## src/rtl/alu_seq_6502_if.sv

```systemverilog
// alu_seq_6502_if: command/result handshake, CPU-side ALU request and the
// shared-ALU drive/return buses around the alu_seq_6502 sequencer.
// slave = sequencer view, master = surrounding CPU/ALU view.
interface alu_seq_6502_if;
   localparam int unsigned DW  = 8;
   localparam int unsigned OPW = 4;

   logic              start;
   logic              start_ready;
   logic              cmd_div;
   logic [DW-1:0]     opa;
   logic [DW-1:0]     opb;
   logic              res_valid;
   logic              res_ready;
   logic [2*DW-1:0]   res;
   logic              busy;

   logic [OPW-1:0]    cpu_op;
   logic              cpu_right;
   logic [DW-1:0]     cpu_ai;
   logic [DW-1:0]     cpu_bi;
   logic              cpu_ci;
   logic              cpu_bcd;
   logic              cpu_rdy;

   logic [OPW-1:0]    alu_op;
   logic              alu_right;
   logic [DW-1:0]     alu_ai;
   logic [DW-1:0]     alu_bi;
   logic              alu_ci;
   logic              alu_bcd;
   logic              alu_rdy;

   logic [DW-1:0]     alu_out;
   logic              alu_co;

   modport slave (
      input  start, cmd_div, opa, opb, res_ready,
      input  cpu_op, cpu_right, cpu_ai, cpu_bi, cpu_ci, cpu_bcd, cpu_rdy,
      input  alu_out, alu_co,
      output start_ready, res_valid, res, busy,
      output alu_op, alu_right, alu_ai, alu_bi, alu_ci, alu_bcd, alu_rdy
   );

   modport master (
      output start, cmd_div, opa, opb, res_ready,
      output cpu_op, cpu_right, cpu_ai, cpu_bi, cpu_ci, cpu_bcd, cpu_rdy,
      output alu_out, alu_co,
      input  start_ready, res_valid, res, busy,
      input  alu_op, alu_right, alu_ai, alu_bi, alu_ci, alu_bcd, alu_rdy
   );
endinterface

```

## src/rtl/alu_seq_6502.sv

```systemverilog
// alu_seq_6502: 8x8 multiply (shift-add) and, when ALU_SEQ_DIV_EN is defined,
// 8/8 restoring divide, sequenced through the shared 6502 ALU (3 cycles per
// iteration, 8 iterations). Outside a run the ALU is handed to the CPU side.
// hi/lo hold P/M for multiply and R/Q for divide; res = {hi,lo}.
module alu_seq_6502 (
   input  logic          clk,
   input  logic          reset,
   alu_seq_6502_if.slave bus
);
   localparam int unsigned DW  = 8;
   localparam int unsigned CW  = 3;
   localparam int unsigned OPW = 4;

   localparam logic [OPW-1:0] OP_ADD  = 4'b0011;   // ai + bi + ci
   localparam logic [OPW-1:0] OP_PASS = 4'b1111;   // ai (or ror with right)
`ifdef ALU_SEQ_DIV_EN
   localparam logic [OPW-1:0] OP_DBL  = 4'b1011;   // ai + ai + ci
   localparam logic [OPW-1:0] OP_SUB  = 4'b0111;   // ai + ~bi + ci
`endif

   typedef enum logic [2:0] {
      S_IDLE,
      S_ADD,
      S_ROR,
      S_SHIFT,
`ifdef ALU_SEQ_DIV_EN
      S_SHL,
      S_SUB,
      S_COMMIT,
`endif
      S_DONE
   } state_e;

   state_e            state_q, state_d;
   logic [DW-1:0]     hi_q, hi_d;
   logic [DW-1:0]     lo_q, lo_d;
   logic [DW-1:0]     b_q, b_d;
   logic [CW-1:0]     cnt_q, cnt_d;
   logic [2*DW-1:0]   res_q, res_d;
   logic              start_ready_q;
   logic              busy_q;
   logic              res_valid_q;
`ifdef ALU_SEQ_DIV_EN
   logic [DW-1:0]     rs_q, rs_d;
   logic              c9_q, c9_d;
   logic              ok_c;
`else
   logic              cmd_div_unused;
   assign cmd_div_unused = bus.cmd_div;
`endif

   logic              seq_c;
   logic              last_c;
   logic [OPW-1:0]    alu_op_c;
   logic              alu_right_c;
   logic [DW-1:0]     alu_ai_c;
   logic [DW-1:0]     alu_bi_c;
   logic              alu_ci_c;
   logic              alu_bcd_c;
   logic              alu_rdy_c;

   assign last_c = &cnt_q;

   // Next state, datapath updates and shared-ALU drive.
   always_comb begin
      state_d = state_q;
      hi_d    = hi_q;
      lo_d    = lo_q;
      b_d     = b_q;
      cnt_d   = cnt_q;
      res_d   = res_q;
`ifdef ALU_SEQ_DIV_EN
      rs_d    = rs_q;
      c9_d    = c9_q;
      ok_c    = 1'b0;
`endif
      seq_c       = (state_q != S_IDLE) && (state_q != S_DONE);
      alu_op_c    = bus.cpu_op;
      alu_right_c = bus.cpu_right;
      alu_ai_c    = bus.cpu_ai;
      alu_bi_c    = bus.cpu_bi;
      alu_ci_c    = bus.cpu_ci;
      alu_bcd_c   = bus.cpu_bcd;
      alu_rdy_c   = bus.cpu_rdy;
      if (seq_c) begin
         alu_op_c    = OP_PASS;
         alu_right_c = 1'b0;
         alu_ai_c    = hi_q;
         alu_bi_c    = b_q;
         alu_ci_c    = 1'b0;
         alu_bcd_c   = 1'b0;
         alu_rdy_c   = 1'b0;
      end

      case (state_q)
         S_IDLE: begin
            if (bus.start) begin
               b_d   = bus.opb;
               hi_d  = '0;
               lo_d  = bus.opa;
               cnt_d = '0;
`ifdef ALU_SEQ_DIV_EN
               state_d = bus.cmd_div ? S_SHL : S_ADD;
`else
               state_d = S_ADD;
`endif
            end
         end
         S_ADD: begin
            alu_op_c  = lo_q[0] ? OP_ADD : OP_PASS;
            alu_rdy_c = 1'b1;
            state_d   = S_ROR;
         end
         S_ROR: begin
            alu_op_c    = OP_PASS;
            alu_right_c = 1'b1;
            alu_ai_c    = bus.alu_out;
            alu_ci_c    = bus.alu_co;
            alu_rdy_c   = 1'b1;
            state_d     = S_SHIFT;
         end
         S_SHIFT: begin
            hi_d  = bus.alu_out;
            lo_d  = {bus.alu_co, lo_q[DW-1:1]};
            cnt_d = cnt_q + CW'(1);
            if (last_c) begin
               state_d = S_DONE;
               res_d   = {hi_d, lo_d};
            end else begin
               state_d = S_ADD;
            end
         end
`ifdef ALU_SEQ_DIV_EN
         S_SHL: begin
            alu_op_c  = OP_DBL;
            alu_ci_c  = lo_q[DW-1];
            alu_rdy_c = 1'b1;
            state_d   = S_SUB;
         end
         S_SUB: begin
            rs_d      = bus.alu_out;
            c9_d      = bus.alu_co;
            alu_op_c  = OP_SUB;
            alu_ai_c  = bus.alu_out;
            alu_ci_c  = 1'b1;
            alu_rdy_c = 1'b1;
            state_d   = S_COMMIT;
         end
         S_COMMIT: begin
            // Ninth bit of the shifted remainder or no borrow means R >= B.
            ok_c  = c9_q | bus.alu_co;
            hi_d  = ok_c ? bus.alu_out : rs_q;
            lo_d  = {lo_q[DW-2:0], ok_c};
            cnt_d = cnt_q + CW'(1);
            if (last_c) begin
               state_d = S_DONE;
               res_d   = {hi_d, lo_d};
            end else begin
               state_d = S_SHL;
            end
         end
`endif
         S_DONE: begin
            if (bus.res_ready) state_d = S_IDLE;
         end
         default: state_d = S_IDLE;
      endcase
   end

   // State, datapath and registered handshake outputs.
   always_ff @(posedge clk or posedge reset) begin
      if (reset) begin
         state_q       <= S_IDLE;
         hi_q          <= '0;
         lo_q          <= '0;
         b_q           <= '0;
         cnt_q         <= '0;
         res_q         <= '0;
         start_ready_q <= 1'b1;
         busy_q        <= 1'b0;
         res_valid_q   <= 1'b0;
`ifdef ALU_SEQ_DIV_EN
         rs_q          <= '0;
         c9_q          <= 1'b0;
`endif
      end else begin
         state_q       <= state_d;
         hi_q          <= hi_d;
         lo_q          <= lo_d;
         b_q           <= b_d;
         cnt_q         <= cnt_d;
         res_q         <= res_d;
         start_ready_q <= (state_d == S_IDLE);
         busy_q        <= (state_d != S_IDLE) && (state_d != S_DONE);
         res_valid_q   <= (state_d == S_DONE);
`ifdef ALU_SEQ_DIV_EN
         rs_q          <= rs_d;
         c9_q          <= c9_d;
`endif
      end
   end

   assign bus.start_ready = start_ready_q;
   assign bus.busy        = busy_q;
   assign bus.res_valid   = res_valid_q;
   assign bus.res         = res_q;
   assign bus.alu_op      = alu_op_c;
   assign bus.alu_right   = alu_right_c;
   assign bus.alu_ai      = alu_ai_c;
   assign bus.alu_bi      = alu_bi_c;
   assign bus.alu_ci      = alu_ci_c;
   assign bus.alu_bcd     = alu_bcd_c;
   assign bus.alu_rdy     = alu_rdy_c;
endmodule

```

## src/flat_wrapper.sv

```systemverilog
// flat-port wrapper written by rule: the top's interface ports become plain ports
module alu_seq_6502_flat 
  (clk, reset, bus_start, bus_cmd_div, bus_opa, bus_opb, bus_res_ready, bus_cpu_op, bus_cpu_right, bus_cpu_ai, bus_cpu_bi, bus_cpu_ci, bus_cpu_bcd, bus_cpu_rdy, bus_alu_out, bus_alu_co, bus_start_ready, bus_res_valid, bus_res, bus_busy, bus_alu_op, bus_alu_right, bus_alu_ai, bus_alu_bi, bus_alu_ci, bus_alu_bcd, bus_alu_rdy);
  alu_seq_6502_if bus_i ();
  input  logic clk;
  input  logic reset;
  input wire logic [$bits(bus_i.start)-1:0] bus_start;
  input wire logic [$bits(bus_i.cmd_div)-1:0] bus_cmd_div;
  input wire logic [$bits(bus_i.opa)-1:0] bus_opa;
  input wire logic [$bits(bus_i.opb)-1:0] bus_opb;
  input wire logic [$bits(bus_i.res_ready)-1:0] bus_res_ready;
  input wire logic [$bits(bus_i.cpu_op)-1:0] bus_cpu_op;
  input wire logic [$bits(bus_i.cpu_right)-1:0] bus_cpu_right;
  input wire logic [$bits(bus_i.cpu_ai)-1:0] bus_cpu_ai;
  input wire logic [$bits(bus_i.cpu_bi)-1:0] bus_cpu_bi;
  input wire logic [$bits(bus_i.cpu_ci)-1:0] bus_cpu_ci;
  input wire logic [$bits(bus_i.cpu_bcd)-1:0] bus_cpu_bcd;
  input wire logic [$bits(bus_i.cpu_rdy)-1:0] bus_cpu_rdy;
  input wire logic [$bits(bus_i.alu_out)-1:0] bus_alu_out;
  input wire logic [$bits(bus_i.alu_co)-1:0] bus_alu_co;
  output wire logic [$bits(bus_i.start_ready)-1:0] bus_start_ready;
  output wire logic [$bits(bus_i.res_valid)-1:0] bus_res_valid;
  output wire logic [$bits(bus_i.res)-1:0] bus_res;
  output wire logic [$bits(bus_i.busy)-1:0] bus_busy;
  output wire logic [$bits(bus_i.alu_op)-1:0] bus_alu_op;
  output wire logic [$bits(bus_i.alu_right)-1:0] bus_alu_right;
  output wire logic [$bits(bus_i.alu_ai)-1:0] bus_alu_ai;
  output wire logic [$bits(bus_i.alu_bi)-1:0] bus_alu_bi;
  output wire logic [$bits(bus_i.alu_ci)-1:0] bus_alu_ci;
  output wire logic [$bits(bus_i.alu_bcd)-1:0] bus_alu_bcd;
  output wire logic [$bits(bus_i.alu_rdy)-1:0] bus_alu_rdy;
  assign bus_i.start = bus_start;
  assign bus_i.cmd_div = bus_cmd_div;
  assign bus_i.opa = bus_opa;
  assign bus_i.opb = bus_opb;
  assign bus_i.res_ready = bus_res_ready;
  assign bus_i.cpu_op = bus_cpu_op;
  assign bus_i.cpu_right = bus_cpu_right;
  assign bus_i.cpu_ai = bus_cpu_ai;
  assign bus_i.cpu_bi = bus_cpu_bi;
  assign bus_i.cpu_ci = bus_cpu_ci;
  assign bus_i.cpu_bcd = bus_cpu_bcd;
  assign bus_i.cpu_rdy = bus_cpu_rdy;
  assign bus_i.alu_out = bus_alu_out;
  assign bus_i.alu_co = bus_alu_co;
  assign bus_start_ready = bus_i.start_ready;
  assign bus_res_valid = bus_i.res_valid;
  assign bus_res = bus_i.res;
  assign bus_busy = bus_i.busy;
  assign bus_alu_op = bus_i.alu_op;
  assign bus_alu_right = bus_i.alu_right;
  assign bus_alu_ai = bus_i.alu_ai;
  assign bus_alu_bi = bus_i.alu_bi;
  assign bus_alu_ci = bus_i.alu_ci;
  assign bus_alu_bcd = bus_i.alu_bcd;
  assign bus_alu_rdy = bus_i.alu_rdy;
  alu_seq_6502 u_core (.clk(clk), .reset(reset), .bus(bus_i));
endmodule
```

## config.mk

```make
export PLATFORM = sky130hd
export DESIGN_NAME = alu_seq_6502_flat
export DESIGN_NICKNAME = d
export VERILOG_FILES = /design/src/rtl/alu_seq_6502_if.sv /design/src/rtl/alu_seq_6502.sv /design/src/flat_wrapper.sv
export SDC_FILE = /design/constraint.sdc
export NUM_CORES = 1
export LEC_CHECK = 0
export CORE_ASPECT_RATIO = 1.1
export CORE_MARGIN = 3
export CORE_UTILIZATION = 43
export CTS_CLUSTER_DIAMETER = 100
export CTS_CLUSTER_SIZE = 12
export DETAILED_ROUTE_END_ITERATION = 10
export PLACE_DENSITY = 0.81
export SETUP_SLACK_MARGIN = 0.5
export SYNTH_ARGS = -nofsm -noshare
export SYNTH_HDL_FRONTEND = slang
export SYNTH_SLANG_ARGS = --single-unit
```

## constraint.sdc

```tcl
create_clock -name clk -period 2.3 [get_ports clk]
set_input_delay 0.23 -clock clk [delete_from_list [all_inputs] [get_ports clk]]
set_output_delay 0.23 -clock clk [all_outputs]
set_load 0.02 [all_outputs]
```

; ---- Yosys cells after proc, flatten, opt, wreduce, memory -nomap -nowiden
; Index checks and enable logic that the tools add are counted.
[word_totals]
ff_bits = 49
latchBits = 0
mem_bits_rw = 0
mem_bits_ro = 0
output_inout_bits = 43
word_cells = 53
mem_count = 0
[op_classes]
n_addsub = 1
n_mul = 0
n_div = 0
magnitude_cmp = 0
eq_ne = 8
shift = 0
muxes = 23
n_bitwise = 0
reduce_logical = 12
[ops]
columns = cell, count
row1 = $mux W8, 5
row2 = $pmux W8 S2, 2
row3 = $pmux W3 S5, 1
row4 = $mux W3, 4
row5 = $mux W4, 2
row6 = $pmux W4 S2, 1
row7 = $mux W1, 7
row8 = $eq A3 B2 Y1 const B, 2
row9 = $eq A3 B3 Y1 const B, 2
row10 = $logic_not A3 Y1, 2
row11 = $ne A3 B3 Y1 const B, 2
row12 = $pmux W3 S2, 1
row13 = $reduce_bool A3 Y1, 2
row14 = $reduce_and A2 Y1, 2
row15 = $reduce_and A4 Y1, 1
row16 = $add A3 B1 Y3 const B, 1
row17 = $eq A3 B1 Y1 const B, 1
row18 = $reduce_and A3 Y1, 1
row19 = $logic_and A1 B1 Y1, 2
row20 = $ne A2 B2 Y1 const B, 1
row21 = $reduce_bool A2 Y1, 1
row22 = $reduce_or A2 Y1, 1

; ---- Longest topological paths before layout
; Gate-level depths: netlist of run 1.
[depth]
depth_word = 5
ltp_mapped = 6

; ---- Worst setup path before layout of run 1
; Ideal clock, no wire load.
[synth_timing]
path_type = register to output
from = reg u_core.state_q[0]
to = out bus_alu_ai[2]
t_arrival_ns = 1.564
path_slack_ns = 0.506
stages_incl_launch_ff = 6
n_path_buf = 2
path_cell_list = dfrtp_1 -> buf_2 -> buf_1 -> nor2_1 -> a22oi_1 -> o21ai_0
[synth_via]
elab_chain_cells = 4
[synth_rtl]
columns = item, line_no
row1 = "start, declared", alu_seq_6502.sv:34  ; state_e state_q, state_d;
row2 = "start signal, assigned", alu_seq_6502.sv:187  ; state_q <= state_d;
row3 = $ne A3 B3 Y1 or $reduce_bool A3 Y1 (tied branches), alu_seq_6502.sv:77  ; seq_c = (state_q != S_IDLE) && (state_q != S_DONE);
row4 = $logic_and A1 B1 Y1, alu_seq_6502.sv:77
row5 = $mux W8, alu_seq_6502.sv:85  ; if (seq_c) begin
row6 = $mux W8 *, alu_seq_6502.sv:95  ; case (state_q)
row7 = "end, declared", flat_wrapper.sv:27  ; output wire logic [$bits(bus_i.alu_ai)-1:0] bus_alu_ai;
; Mark *: on every way between the ends. The rest lies on a longest branch, timed or not.

; ---- Final worst setup path of run 1
[layout_timing]
from = reg u_core.state_q[0]
to = out bus_alu_bi[4]
[layout_via]
elab_chain_cells = 3
[layout_rtl]
columns = item, line_no
row1 = $ne A3 B3 Y1 or $reduce_bool A3 Y1 (tied branches), alu_seq_6502.sv:77
row2 = $logic_and A1 B1 Y1 *, alu_seq_6502.sv:77
row3 = $mux W8 *, alu_seq_6502.sv:85
row4 = "end, declared", flat_wrapper.sv:28  ; output wire logic [$bits(bus_i.alu_bi)-1:0] bus_alu_bi;
; Marks and branches as above.

==> results of run 1 <==
## synth_stat cells
cell                        n
sky130_fd_sc_hd__ha_1       2
sky130_fd_sc_hd__clkbuf_1   3
sky130_fd_sc_hd__buf_1      3
sky130_fd_sc_hd__and2_1     1
sky130_fd_sc_hd__a22oi_1   14
sky130_fd_sc_hd__nor4b_4    1
sky130_fd_sc_hd__nor2_1     8
sky130_fd_sc_hd__mux2i_1    8
sky130_fd_sc_hd__a21oi_1    4
sky130_fd_sc_hd__dfrtp_1   48
sky130_fd_sc_hd__o21ai_0   17
sky130_fd_sc_hd__or4b_2     1
sky130_fd_sc_hd__mux2_2    33
sky130_fd_sc_hd__nand3b_1   2
sky130_fd_sc_hd__dfstp_2    1
sky130_fd_sc_hd__a21o_1     1
sky130_fd_sc_hd__nand2b_1   2
sky130_fd_sc_hd__inv_1      2
sky130_fd_sc_hd__a22o_1    10
sky130_fd_sc_hd__a21bo_2    1
sky130_fd_sc_hd__nor2_2     1
sky130_fd_sc_hd__nand3_1    1
sky130_fd_sc_hd__a31oi_1    1
sky130_fd_sc_hd__and3b_1    1
sky130_fd_sc_hd__buf_2      6
sky130_fd_sc_hd__nand2_1   12
sky130_fd_sc_hd__or3_1      2
sky130_fd_sc_hd__o21ai_1    2
sky130_fd_sc_hd__xnor2_1    1
sky130_fd_sc_hd__buf_6      2
sky130_fd_sc_hd__o22a_1     2
## registers in the layout (all words and copies together) (netlist names), 3 cells and up
name and count:
u_core.bus.res 16, u_core.b_q 8, u_core.hi_q 8, u_core.lo_q 8, u_core.cnt_q 3, u_core.state_q 3
## metal layers
metal	vias up	wire length [um]	global-route usage, %
met1	965	2490	23.8
li1	937	-	-
met5	-	0	0
met3	6	291	4.99
met2	60	3160	33.4
met4	0	95	6.43
## worst register-to-register path, stage by stage (launching register included)
cell                      delay [ps]
sky130_fd_sc_hd__dfrtp_2         470
sky130_fd_sc_hd__buf_6           150
sky130_fd_sc_hd__buf_4           130
sky130_fd_sc_hd__and3b_1         190
sky130_fd_sc_hd__nor2_2          430
sky130_fd_sc_hd__mux2_2          250
## path summary, 6_finish.rpt
kind	startpoint	endpoint	slack [ps]	cells after the start
worst min-delay path	reset	u_core.b_q[4]	420	3
worst max register to register	u_core.state_q[0]	u_core.cnt_q[0]	620	5
worst max-delay path	u_core.state_q[0]	bus_alu_bi[4]	440	6
min in group clk	u_core.b_q[0]	u_core.b_q[0]	510	1
max in group asynchronous	reset	u_core.state_q[0]	1460	3
worst min register to register	u_core.b_q[0]	u_core.b_q[0]	510	1
## through the flow
step,hold WS (ps),util (%)
6_report,417,69.2
3_3_place_gp,483,66.3
3_5_place_dp,482,66.3
4_1_cts,429,67.7
2_1_floorplan,347,-
5_1_grt,457,69.2
## power by group through the flow
stage	registers, uW	logic (uW)	clock network (uW)
2_1_floorplan	1570	1450	0
3_3_place_gp	1470	2610	0
3_5_place_dp	1480	2660	0
4_1_cts	1470	2510	517
5_1_grt	1540	2920	547
6_report	1490	2700	492
## cells in the final DEF (no fill, tap or decap), drive strengths merged
cell / netlist / final
mux2i: 8 / 8
o22a: 2 / 2
buf: 11 / 35
nand2: 12 / 12
or4b: 1 / 1
clkdlybuf4s50: 0 / 71
nor2: 9 / 9
a21bo: 1 / 1
dfstp: 1 / 1
nand3: 1 / 1
a22oi: 14 / 14
a21o: 1 / 1
or3: 2 / 2
mux2: 33 / 33
and2: 1 / 1
dfrtp: 48 / 48
inv: 2 / 2
o21ai: 19 / 19
ha: 2 / 2
nand2b: 2 / 2
a31oi: 1 / 1
nor4b: 1 / 1
nand3b: 2 / 2
a21oi: 4 / 4
clkdlybuf4s15: 0 / 1
clkbuf: 3 / 21
a22o: 10 / 10
xnor2: 1 / 1
and3b: 1 / 1
## cell type report
| type | count | share of cell area (%) |
|---|---|---|
| Sequential cell | 49 | 34.9 |
| Timing Repair Buffer | 121 | 30.5 |
| Multi-Input combinational cell | 128 | 29.5 |
| Tap cell | 72 | 2.55 |
| Clock buffer | 7 | 2.44 |
| Inverter | 2 | 0.213 |
## timing repair
item | in CTS | in global routing
pin swaps | 1 | 0
endpoints found under the setup margin | 48 | 24
hold buffers | 0 | 0
gates resized for setup | 58 | 62
buffers inserted | 3 | 9
gates cloned | 0 | 1
hold endpoints to repair | 0 | 0
## cell families (layout without fill, tap and decap cells)
group | after synthesis | count (layout) | synth area share, %
compound gates | 52 | 52 | 15.0
xor+xnor | 1 | 1 | 0.378
fa+ha+maj | 2 | 2 | 1.08
buf+inv | 16 | 130 | 3.56
flops | 49 | 49 | 52.9
mux | 41 | 41 | 19.5
simple gates | 32 | 32 | 7.55
==> out/qor_table.md, run 1 <==
| Step | Metric | Reported |
|---|---|---|
| synth | Seq cells post-synth | 49 |
| synth | Yosys cell types | 31 |
| final layout | Filler-free cell count of the finished design | 379 |
| synth | Top cells by area in the synthesized netlist | sky130_fd_sc_hd__dfrtp_1 52%, sky130_fd_sc_hd__mux2_2 16%, sky130_fd_sc_hd__a22oi_1 4.5% |
| die | Width of the chip | 76.0 um |
| clocking | Number of buffers on the longest clock path | 2 |
| synth | Sequential area share after synthesis | 52.9% |
| place | Post-Place Cells | 359 |
| pwr | Fraction of power consumed by the clock network | 10.5% |
| clocking | Clock network latency to the later pin of the worst-skew pair | 290 ps |
| final layout | Count of nets after finishing | 363 |
| worst setup path | Crit path buf inv count | 4 |
| clocking | Total clock sinks | 49 |
| worst setup path | Top Family by Delay on Critical Path | flip-flops |
| clocking | Root buffer selected by CTS | sky130_fd_sc_hd__clkbuf_8 |
| place | HPWL reported at the end of detailed placement | 4230 um |
| sta | Worst clock skew | 2.94 ps |
| run | Max-capacitance violation count | 0 |
| synth | Combined area of all synthesized cells | 0.00232 sq mm |
| global routing | Initial antenna violation count | 0 |
| synth | Total nets after synthesis | 249 |
| clocking | Number of clock buffers inserted by TritonCTS | 5 |
| global routing | Maximum number of pins on one net before global-route repair | 50 |
| worst setup path | Sort of element at the start of the critical path | flip-flop |
| pwr | Share of total power in combinational logic | 57.7% |
| final layout | Layout cell share with drive strength beyond 1 | 33.9% |
| clocking | TritonCTS clock tree | done |
| sta | Final number of setup-violating endpoints | 0 |
| route | First DRT Iteration DRCs | 125 |
| sta | Sum of negative setup slack | 0 ps |
| global routing | GR Overflow Total | 0 |
| route | Number of vias per cell | 5.19 |
| global routing | Via count of the first global-routing pass | 2035 |
| place | GPL Wtd Cong | 0.844 |
| pwr | Leakage power | 0.00156 uW |
| worst setup path | Worst Path Required | 2070 ps |
| synth | Mapped Avg Cell Area | 12.0 sq um |
| route | DRC violations left | 0 |
| pwr | Internal portion of total power | 2800 uW |
| synth | Gate count of the mapped netlist | 193 |
| pwr | Overall Power | 4680 uW |
| die | Core area | 0.00510 sq mm |
| clocking | Clk slew on worst S/H paths | 80 ps |
| route | Vias after detailed routing | 1968 |
| worst setup path | CP max FO | 5 |
| final layout | N_diodes | 0 |
| min path | Worst min path class | in -> async |
| sta | Top achievable clock speed | 538 MHz |
| route | Total wire length | 6040 um |
| sta | Measured slew at the worst slew-check pin | 596 ps |
| worst setup path | Crit end category | output pin |
| sta | Clock period minus final worst setup slack | 1860 ps |
| route | First-pass detailed-route iteration total | 4 |
| route | Per-cell routed wire length | 15.9 um |
| sta | Max-slew violation count | 0 |
| sta | Final number of hold-violating endpoints | 0 |
| status | Run status | finished, final reports clean |
| worst setup path | Arrival time worst endpoint | 1630 ps |
| worst setup path | Cell type of the slowest stage on the worst timing path | sky130_fd_sc_hd__dfrtp_2 |
| die | Effective utilization at floorplan | 45.5% |
| worst setup path | Crit-path max cell delay | 470 ps |
| pwr | Switching fraction of total power | 40.1% |
| worst setup path | Critical Path Most Common Cell | sky130_fd_sc_hd__buf_6 |
| synth | Yosys warning total | 0 |
| die | Area of the die | 0.00631 sq mm |
| final layout | Synth-to-Final Area Change | 52.3% |
| worst setup path | Kind of critical path | reg -> out |
| die | Count of boundary I/O pins | 97 |
| sta | Setup WS post-layout | 440 ps |
| clocking | H-tree levels | 2 |
| sta | Final worst path period share | 80.9% |
| sta | Tightest slew margin relative to the limit | 60.3% |
| synth | Library cell with the largest summed area after synthesis | sky130_fd_sc_hd__dfrtp_1 |
| sta | RSZ-0062 raised after global routing | true |
| final layout | Area used by sequential logic in the layout | 0.00123 sq mm |
| final layout | Post-route cell area | 0.00353 sq mm |
| pwr | Cell area power density | 1320 mW/mm^2 |
| final layout | FILL cells | 391 |
| route | Antenna viol nets, final | 0 |
| global routing | First-pass GRT wire length | 10000 um |
| pwr | Worst vdd rail ir drop | 0.000641 V |
| place | Cell area after placement | 0.00338 sq mm |
| die | Y dimension of the die | 83.0 um |
| synth | Area share of the largest cell type after synthesis | 51.8% |
| final layout | Area of the multi-input gates | 0.00104 sq mm |
| place | Placement Setup Slack | 361 ps |
| die | Total number of placement rows | 27 |
| place | Number of I/O port buffers | 95 |
| worst setup path | Ordered list of cells on the worst path | nor2_4, buf_4, buf_6, buf_6, mux2_4, buf_6 |
| global routing | Overall fraction of global-route tracks in use | 19.4% |
| pwr | Sequential Power Share | 31.8% |
| pwr | Reported net switching power | 1870 uW |
(Power assumes the default switching activity.)
==> run 2: changes to the inputs <==
Clock period 2.3 ns to 1.8 ns, I/O delays scaled along.
==> out/qor_table.md, run 2 (synthesis gave the netlist of run 1 again) <==
| Step | Metric | Reported | Delta |
|---|---|---|---|
| final layout | Count of nets after finishing | 381 | +5.0% |
| die | Total number of placement rows | 27 | unchanged |
| place | Number of I/O port buffers | 95 | unchanged |
| global routing | Initial antenna violation count | 0 | unchanged |
| worst setup path | CP max FO | 4 | -1 |
| min path | Worst min path class | in -> async |  |
| clocking | Total clock sinks | 49 | unchanged |
| global routing | Via count of the first global-routing pass | 2231 | +9.6% |
| sta | Final worst path period share | 96.8% |  |
| place | HPWL reported at the end of detailed placement | 4350 um | +2.8% |
| final layout | Highest-count cells in the layout ignoring fill and taps | 52 x sky130_fd_sc_hd__clkdlybuf4s50_1, 45 x sky130_fd_sc_hd__dfrtp_1, 29 x sky130_fd_sc_hd__buf_4, 25 x sky130_fd_sc_hd__mux2_4, 22 x sky130_fd_sc_hd__buf_6 |  |
| final layout | Number of flip-flops under the largest register name | 16 | unchanged |
| final layout | Synth-to-Final Area Change | 75.7% |  |
| route | Total wire length | 6890 um | +14% |
| sta | Final number of hold-violating endpoints | 0 | unchanged |
| die | Area of the die | 0.00631 sq mm | unchanged |
| clocking | Number of clock buffers inserted by TritonCTS | 5 | unchanged |
| final layout | FILL cells | 320 | -18% |
| die | Effective utilization at floorplan | 45.5% | unchanged |
| sta | Clock period minus final worst setup slack | 1740 ps |  |
| sta | Top achievable clock speed | 574 MHz |  |
| sta | Max-slew violation count | 0 | unchanged |
| final layout | Final Core Density | 79.9% | +11 points |
| route | Vias after detailed routing | 2082 | +5.8% |
| clocking | Clock network latency to the later pin of the worst-skew pair | 310 ps | +20 ps |
| clocking | Clk slew on worst S/H paths | 90 ps | about the same |
| worst setup path | Worst Path Required | 1620 ps | -450 ps |
| run | Max-capacitance violation count | 0 | unchanged |
| clocking | TritonCTS clock tree | done |  |
| route | Number of vias per cell | 5.23 | +0.74% |
| clocking | Number of buffers on the longest clock path | 2 | unchanged |
| final layout | Filler-free cell count of the finished design | 398 | +5.0% |
| place | Post-Place Cells | 369 | +2.8% |
| global routing | Overall fraction of global-route tracks in use | 21.7% | +2.3 points |
| sta | Final number of setup-violating endpoints | 0 | unchanged |
| pwr | Overall Power | 6960 uW | +49% |
| route | DRC violations left | 0 | unchanged |
| clocking | # hold bufs at CTS | 0 | unchanged |
| clocking | Root buffer selected by CTS | sky130_fd_sc_hd__clkbuf_8 |  |
| status | Run status | finished, final reports clean |  |
| worst setup path | Arrival time worst endpoint | 1560 ps | -70 ps |
| pwr | Worst vdd rail ir drop | 0.00105 V | +64% |
| sta | Worst clock skew | 12.3 ps | +9.39 ps |
| final layout | Layout cell share with drive strength beyond 1 | 46.9% | +13 points |
| die | Width of the chip | 76.0 um | unchanged |
| place | Cell area after placement | 0.00362 sq mm | +6.9% |
| clocking | H-tree levels | 2 | unchanged |
| sta | Measured slew at the worst slew-check pin | 469 ps | -127 ps |
| pwr | Cell area power density | 1710 mW/mm^2 | +29% |
| die | Core area | 0.00510 sq mm | unchanged |
| route | First-pass detailed-route iteration total | 4 | unchanged |
| worst setup path | Kind of critical path | reg -> out |  |
| global routing | First-pass GRT wire length | 11000 um | +10% |
| final layout | Leading cell type in the layout, fill and taps excluded | sky130_fd_sc_hd__clkdlybuf4s50_1 |  |
| pwr | Leakage power | 0.00184 uW | +18% |
| global routing | GR Overflow Total | 0 | unchanged |
| sta | Sum of negative setup slack | 0 ps | unchanged |
| final layout | N_diodes | 0 | unchanged |
| sta | RSZ-0062 raised after global routing | true |  |
| worst setup path | Sort of element at the start of the critical path | flip-flop |  |
| worst setup path | Crit end category | output pin |  |
| global routing | Maximum number of pins on one net before global-route repair | 31 | -38% |
| die | Count of boundary I/O pins | 97 | unchanged |
| route | First DRT Iteration DRCs | 98 | -22% |
| route | Per-cell routed wire length | 17.3 um | +8.6% |
| die | Y dimension of the die | 83.0 um | unchanged |
| route | Antenna viol nets, final | 0 | unchanged |
| place | GPL Wtd Cong | 0.772 | -8.5% |
| final layout | Post-route cell area | 0.00408 sq mm | +15% |
| sta | Tightest slew margin relative to the limit | 68.7% | +8.4 points |
-- run 2: path summary, 6_finish.rpt --
kind	startpoint	to	slack, ps	cells past startpoint
max in group asynchronous	reset	u_core.lo_q[0]	1070	3
worst min-delay path	reset	u_core.bus.busy	250	2
min in group clk	bus_opa[3]	u_core.lo_q[3]	500	3
worst max register to register	u_core.state_q[1]	u_core.b_q[5]	120	6
worst min register to register	u_core.bus.res[14]	u_core.bus.res[14]	510	1
worst max-delay path	u_core.state_q[0]	bus_alu_ai[6]	60	6
-- run 2: layer usage --
layer  part of all wire (%)  vias to the layer above  track usage (%)
met1                     43                     1018             26.4
met5                      0                        -                0
li1                       -                      975                -
met2                     51                       78             37.5
met3                    5.5                       11             5.53
met4                    1.3                        0             7.25
-- run 2: area by class of cell --
class / instances / area [sq um] / share of cell area, %
well taps: 72 / 90.1 / 2.21
multi-input cells: 129 / 1300 / 31.8
clock buffers: 5 / 68.8 / 1.69
repair buffers: 138 / 1360 / 33.3
clock inverters: 3 / 21.3 / 0.522
flip-flops and latches: 49 / 1230 / 30.2
inverters: 2 / 11.3 / 0.276
-- run 2: where the power goes --
part           switching [uW]  internal (uW)
clock network             391            277
logic                    2090           2280
registers                 347           1580
-- run 2: critical path, stage by stage, from the launching register on --
cell,delay (ps)
sky130_fd_sc_hd__dfrtp_2,450
sky130_fd_sc_hd__buf_6,140
sky130_fd_sc_hd__nor2_4,140
sky130_fd_sc_hd__buf_6,140
sky130_fd_sc_hd__a22oi_2,60
sky130_fd_sc_hd__o21ai_1,160
sky130_fd_sc_hd__buf_4,160
-- run 2: per-stage QoR --
step / worst slack, ps / hold slack, ps
final: 57.4 / 248
after global routing: -0.261 / 290
after CTS: 80.3 / 264
after detailed placement: -47.9 / 489
after global placement: -14.1 / 486
after floorplan: 207 / 216
-- run 2: what timing repair did --
| item | 4_1_cts | 5_1_grt |
|---|---|---|
| setup buffers | 11 | 6 |
| endpoints found under the setup margin | 90 | 72 |
| pin swaps | 15 | 9 |
| hold endpoints to repair | 0 | 0 |
| resized for setup | 186 | 18 |
| cloned | 4 | 0 |
